$ cat config.mk
export PLATFORM = sky130hd
export DESIGN_NAME = mux_nto1_pipe
export DESIGN_NICKNAME = d
export VERILOG_FILES = /design/src/rtl/mux_nto1_pipe.sv
export SDC_FILE = /design/constraint.sdc
export NUM_CORES = 1
export LEC_CHECK = 0
export BUFFER_PORTS_ARGS = -buffer_cell sky130_fd_sc_hd__buf_2
export CAP_MARGIN = 0
export CORE_ASPECT_RATIO = 1.2
export CORE_UTILIZATION = 30
export CTS_BUF_LIST = sky130_fd_sc_hd__clkbuf_8
export DETAILED_ROUTE_END_ITERATION = 16
export GPL_TIMING_DRIVEN = 0
export PLACE_DENSITY_LB_ADDON = 0.1
export SLEW_MARGIN = 20
export SYNTH_ARGS = -nofsm -noshare
export SYNTH_HDL_FRONTEND = slang
export SYNTH_SLANG_ARGS = --single-unit
$ cat constraint.sdc
create_clock -name clk_i -period 1.55 [get_ports clk_i]
set_input_delay 0.155 -clock clk_i [delete_from_list [all_inputs] [get_ports clk_i]]
set_output_delay 0.155 -clock clk_i [all_outputs]
set_load 0.02 [all_outputs]
$ cat src/rtl/mux_nto1_pipe.sv
// Registered N-to-1 selector with valid/ready handshake, 1-entry skid buffer and select tagging.
// Latency: 1 cycle from accept to valid_o when the output stage is empty or draining.
// Backpressure: ready_o drops only when the skid stage is full; ready_o never depends on ready_i.
//
// Ports:
//   clk_i     - clock, rising edge
//   rst_i     - synchronous reset, active low
//   data_i    - N_IN packed inputs, input k = data_i[k*SIZE +: SIZE]
//   select_i  - input index, sampled with valid_i
//   valid_i   - upstream item present
//   ready_o   - block can accept an item this cycle
//   flush_i   - discard all held items (wins over a same-cycle accept)
//   data_o    - selected data, registered
//   sel_o     - select value that produced data_o
//   sel_err_o - data_o came from an out-of-range select (DEFAULT_VAL emitted)
//   valid_o   - data_o/sel_o/sel_err_o hold a valid item
//   ready_i   - downstream accepts the item this cycle
module mux_nto1_pipe #(
    parameter int                SIZE        = 32,
    parameter int                N_IN        = 4,
    parameter int                SEL_W       = 2,
    parameter logic [SIZE-1:0]   DEFAULT_VAL = '0
) (
    input  logic                 clk_i,
    input  logic                 rst_i,
    input  logic [N_IN*SIZE-1:0] data_i,
    input  logic [SEL_W-1:0]     select_i,
    input  logic                 valid_i,
    output logic                 ready_o,
    input  logic                 flush_i,
    output logic [SIZE-1:0]      data_o,
    output logic [SEL_W-1:0]     sel_o,
    output logic                 sel_err_o,
    output logic                 valid_o,
    input  logic                 ready_i
);

    // Output stage
    logic [SIZE-1:0]  out_dat_q, out_dat_d;
    logic [SEL_W-1:0] out_sel_q, out_sel_d;
    logic             out_err_q, out_err_d;
    logic             out_vld_q, out_vld_d;

    // Skid stage
    logic [SIZE-1:0]  skid_dat_q, skid_dat_d;
    logic [SEL_W-1:0] skid_sel_q, skid_sel_d;
    logic             skid_err_q, skid_err_d;
    logic             skid_vld_q, skid_vld_d;

    // Selected input for the item currently offered
    logic [SIZE-1:0]  in_dat;
    logic             in_err;
    logic [31:0]      sel_ext;

    logic             accept;
    logic             out_free;

    // Out-of-range compare done at 32 bits so N_IN == 2**SEL_W does not overflow.
    always_comb begin
        sel_ext = 32'(select_i);
        in_err  = (sel_ext >= 32'(N_IN));
        in_dat  = DEFAULT_VAL;
        for (int k = 0; k < N_IN; k++) begin
            if (sel_ext == 32'(k)) begin
                in_dat = data_i[k*SIZE +: SIZE];
            end
        end
    end

    assign ready_o  = rst_i && !skid_vld_q;
    assign accept   = valid_i && ready_o;
    // OUT can take a new item when it is empty or being delivered this cycle.
    assign out_free = !out_vld_q || ready_i;

    always_comb begin
        out_dat_d  = out_dat_q;
        out_sel_d  = out_sel_q;
        out_err_d  = out_err_q;
        out_vld_d  = out_vld_q;
        skid_dat_d = skid_dat_q;
        skid_sel_d = skid_sel_q;
        skid_err_d = skid_err_q;
        skid_vld_d = skid_vld_q;

        if (flush_i) begin
            out_vld_d  = 1'b0;
            skid_vld_d = 1'b0;
        end else if (out_free) begin
            if (skid_vld_q) begin
                // ready_o was low, so no accept can coincide with the skid drain.
                out_dat_d  = skid_dat_q;
                out_sel_d  = skid_sel_q;
                out_err_d  = skid_err_q;
                out_vld_d  = 1'b1;
                skid_vld_d = 1'b0;
            end else if (accept) begin
                out_dat_d = in_dat;
                out_sel_d = select_i;
                out_err_d = in_err;
                out_vld_d = 1'b1;
            end else begin
                out_vld_d = 1'b0;
            end
        end else if (accept) begin
            // OUT is stalled: park the new item, keep outputs stable.
            skid_dat_d = in_dat;
            skid_sel_d = select_i;
            skid_err_d = in_err;
            skid_vld_d = 1'b1;
        end
    end

    always_ff @(posedge clk_i) begin
        if (!rst_i) begin
            out_dat_q  <= '0;
            out_sel_q  <= '0;
            out_err_q  <= 1'b0;
            out_vld_q  <= 1'b0;
            skid_dat_q <= '0;
            skid_sel_q <= '0;
            skid_err_q <= 1'b0;
            skid_vld_q <= 1'b0;
        end else begin
            out_dat_q  <= out_dat_d;
            out_sel_q  <= out_sel_d;
            out_err_q  <= out_err_d;
            out_vld_q  <= out_vld_d;
            skid_dat_q <= skid_dat_d;
            skid_sel_q <= skid_sel_d;
            skid_err_q <= skid_err_d;
            skid_vld_q <= skid_vld_d;
        end
    end

    assign data_o    = out_dat_q;
    assign sel_o     = out_sel_q;
    assign sel_err_o = out_err_q;
    assign valid_o   = out_vld_q;

endmodule

# --- Word level (Yosys, flattened, before mapping) ---
# Index checks and enable logic that the tools add are counted.
totals:
  regBits: 71
  input_bits: 135
  out_inout_bits: 37
  elab_cells: 36
op_classes:
  n_eq_ne: 3
  muxes: 12
  bitwise: 3
  n_reduce_logical: 11
ops:
  columns: ["op", "n"]
  rows:
  - ["$mux 32", 6]
  - ["$reduce_and 3->1", 2]
  - ["$eq 2x2->1 const B", 2]
  - ["$mux 1", 4]
  - ["$mux 2", 2]
  - ["$not 1->1", 3]
  - ["$reduce_or 3->1", 1]
  - ["$eq 2x1->1 const B", 1]
  - ["$logic_and 1x1->1", 2]
  - ["$logic_not 1->1", 2]
  - ["$logic_not 2->1", 1]
  - ["$reduce_bool 2->1", 1]
  - ["$reduce_or 2->1", 1]
  - ["$logic_or 1x1->1", 1]

# --- Depth between registers and ports, before layout ---
depth:
  word_depth: 7
  depth_mapped: 6
  mapped_depth_nobuf: 3

# --- Least setup slack after synthesis ---
# Ideal clock, no wire load.
synth_timing:
  path_kind: "flip-flop to flip-flop"
  from: "register out_vld_q, in the netlist valid_o"
  to: "register skid_dat_q[10]"
  setup_ns: 0.117
  t_arrival_ns: 1.378
  t_required_ns: 1.433
  path_slack_ns: 0.055
  stages_incl_launch_ff: 6
  n_path_buf: 2
  period_less_slack_ns: 1.495
  cell_sequence: "dfxtp_1 > nand2b_1 > buf_6 > o31a_4 > buf_6 > a22o_1"
synth_between:
  elab_chain_cells: 4
synth_lines:
  columns: ["item", "line", "text"]
  rows:
  - ["start: declaration", "42", "logic out_vld_q, out_vld_d;"]
  - ["start signal: assignment", "127", "out_vld_q <= out_vld_d;"]
  - ["$logic_not 1->1", "73", "assign out_free = !out_vld_q || ready_i;"]
  - ["$logic_or 1x1->1", "73", null]
  - ["$not 1->1 (no line)", null, null]
  - ["$reduce_and 3->1 (no line)", null, null]
  - ["end signal: assignment", "128", "skid_dat_q <= skid_dat_d;"]
  - ["end: declaration", "45", "logic [SIZE-1:0] skid_dat_q, skid_dat_d;"]
# Every way passes these cells.
# A chain may end at the register's enable or synchronous reset.

# --- Worst setup path in the final report ---
layout_timing:
  from: "register out_vld_q, in the netlist valid_o"
  to: "register skid_dat_q[2]"
# The elaborated chain is that of the path after synthesis.

==> results.yml <==
status:
  outcome: "completed"
clock_tree:
  cts_buffers: 9
  root_buffer: "clkbuf_8"
  cts_tree: "built"
  cts_hold_buf: 0
  clkSinkCount: 70
  clock_latency_ns: 0.34
  ctsHtreeMaxLevel: 3
  clkTransAtPathRegs_ns: 0.07
  clock_path_buffers: 2
synthesis:
  yosys_warnings: 0
  synth_seq_area_share_pct: 38.1
  netlist_area_um2: 3670
  ys_types: 27
  ys_seq_elements: 70
  synth.most_common_cell: "dfxtp_1"
  synth_edf_count: 0
  synth_area_per_cell_um2: 12.4
  synth_common_cells: "70 x dfxtp_1, 34 x a31oi_1, 34 x mux2i_1"
  syn_inst: 296
  synth_area_leaders: "dfxtp_1 38%, mux4_2 20%, mux2i_1 9.3%"
  syn-num-nets: 431
  synth_top_area_share_pct: 38.1
  ys.flop_type: "dfxtp_1"
  ys_async_sr_fraction_pct: 0
  synth_top_area_cell: "dfxtp_1"
critical_path:
  slowest_delay_ns: 0.37
  crit_arrival_ns: 1.70
  crit_path_start_kind: "flop"
  slowest_stage: "o31a_4"
  r2r_cells: 5
  cp-startpoint: "valid_o$_SDFFE_PP0P_"
  rr_endpoint: "skid_dat_q[2]$_SDFFE_PN0P_"
  path_max_fanout: 10
  setup.worst_path.end_class: "flop"
  crit_path_cell_trace: "nand2b_1, buf_6, o31a_4, buf_6, a22o_1"
  crit_required_ns: 1.78
  r2r_start: "valid_o$_SDFFE_PP0P_"
  crit_top_cell: "buf_6"
  r2r_slack_ns: 0.07
  cp-endpoint: "skid_dat_q[2]$_SDFFE_PN0P_"
  worstSetupPathType: "reg -> reg"
run:
  max_cap_viol_count: 0
drt:
  drt-vias-per-instance: 5.03
  wl_per_cell_um: 16.5
  antenna_left: 0
  num_vias: 3190
  first_pass_iters: 4
  drtIter0Drc: 110
  post-route-drc-count: 0
  routed_wl_um: 10500
global_routing:
  grt_max_degree: 12
  antenna_found_initial: 0
  grt_pass1_wl_um: 16200
  grtUsageTotal_pct: 17.0
  grt_pass1_vias: 3267
  overflow: 0
floorplan:
  start_util_pct: 31.3
  ioPinCount: 172
  rows: 43
  die_w_um: 103
  core_um2: 11700
  die_y_um: 123
  dieArea_um2: 12700
placed_design:
  portBuffers: 168
  place_congestion: 0.720
  dp_slack_ns: -0.136
  place_inst: 621
  hpwlAfterDp_um: 7860
sta:
  finalSetupViolations: 0
  min_period_ns: 1.48
  slew_headroom_pct: 59.5
  slew_violations: 0
  rsz0062_at_grt: "false"
  worst_pin_slew_ns: 0.608
  fin_crit_sh_pct: 95.2
  finalHoldViolCount: 0
  worst_slack_ns: 0.0746
  finClkSkew_ns: 0.00683
  fmax_mhz: 678
  timing.setup.tns_ns: 0
cells_and_area:
  drive_gt1_share_pct: 52.0
  final_nets: 608
  area_growth_pct: 33.1
  num_antenna_cells: 0
  fin_cells: 634
  fill_cells: 1220
power_and_ir_drop:
  power_w: 0.00412
  ir_drop_mv: 0.441
  power_density_nw_per_um2: 842
  power.leakage_nw: 2.06
worst_hold_path:
  hold_class: "in -> reg"
cells in the final DEF (no fill, tap or decap):
master     instances
a22o_1            32
buf_2            178
o31a_4             1
o21ai_0            2
nand4bb_1          1
a21oi_1            2
a211oi_2           3
nor4bb_1           1
conb_1             1
mux4_2            32
bufinv_16          1
clkbuf_8          12
clkbuf_2           4
a31oi_1           34
nand3_1            2
dfxtp_1           70
buf_6             11
buf_12             3
and3_1             1
clkbuf_1           5
inv_1              5
nor2_1             3
mux2i_1           34
nor2_2             1
buf_4              1
inv_2              1
nand2b_1           2
nor2b_1            1
a211oi_1          32
a21o_1             1
where the power goes:
group	total, W	internal, W	switching [W]
Combinational	0.000815	0.000421	0.000394
Sequential	0.00189	0.00186	0.0000306
Clock	0.00142	0.000757	0.000660
worst min-delay path by stage:
stage	startpoint	end	slack [ns]	cells past startpoint
floorplan	flush_i	valid_o$_SDFFE_PP0P_	0.23	1
global placement	flush_i	valid_o$_SDFFE_PP0P_	0.41	2
detailed placement	flush_i	valid_o$_SDFFE_PP0P_	0.41	2
CTS	flush_i	valid_o$_SDFFE_PP0P_	0.03	2
global route	flush_i	valid_o$_SDFFE_PP0P_	0.05	2
finish	flush_i	valid_o$_SDFFE_PP0P_	0.06	2
cell type report:
| cell class | count | area (µm²) | area share, % |
|---|---|---|---|
| buffer | 36 | 308 | 6.29 |
| clock buffer | 10 | 138 | 2.81 |
| clock inverter | 5 | 45.0 | 0.921 |
| inverter | 2 | 7.51 | 0.153 |
| multi-input combinational | 186 | 1950 | 40.0 |
| sequential | 70 | 1400 | 28.7 |
| tap | 157 | 196 | 4.02 |
| timing repair buffer | 168 | 841 | 17.2 |
cells by family after synthesis:
kind of cell	after synthesis	share of synthesized area [%]
AOI/OAI and AO/OA	107	22.2
DFF	70	38.1
muxes	66	28.9
buffers and inverters	40	8.75
and+or+nand+nor	12	1.94
other	1	0.102
repair_timing:
action,in CTS,in global routing
setup endpoints to repair,1,35
gates cloned,0,0
setup buffers,0,0
resized for setup,1,7
flip-flops by register name (all words and copies together), names as in the netlist:
register	cells
skid_sel_q	2
skid_dat_q	32
sel_o	2
valid_o	1
skid_vld_q	1
data_o	32
per-stage QoR:
step                      instance area (µm²)  util, %  hold slack [ns]
after global placement                   4710     40.2            0.406
after detailed placement                 4710     40.2            0.410
after CTS                                4890     41.7           0.0284
after global routing                     4890     41.7           0.0525
final                                    4890     41.7           0.0563
after floorplan                          3670        -            0.228
metal layers:
metal	share of wire, %	track usage (%)	vias to the layer above
met5	0	0	-
met3	5.1	3.56	11
met1	43	20.9	1518
met2	51	29.0	102
li1	-	-	1559
met4	1.2	6.34	0
critical path: cells and delay by family (launching register included):
family,cells,cell delay [ns]
buffers and inverters,2,0.30
AO/OA/AOI/OAI,2,0.60
flip-flops,1,0.36
AND/OR/NAND/NOR,1,0.08
No activity file was read; power rests on OpenSTA's default activity.
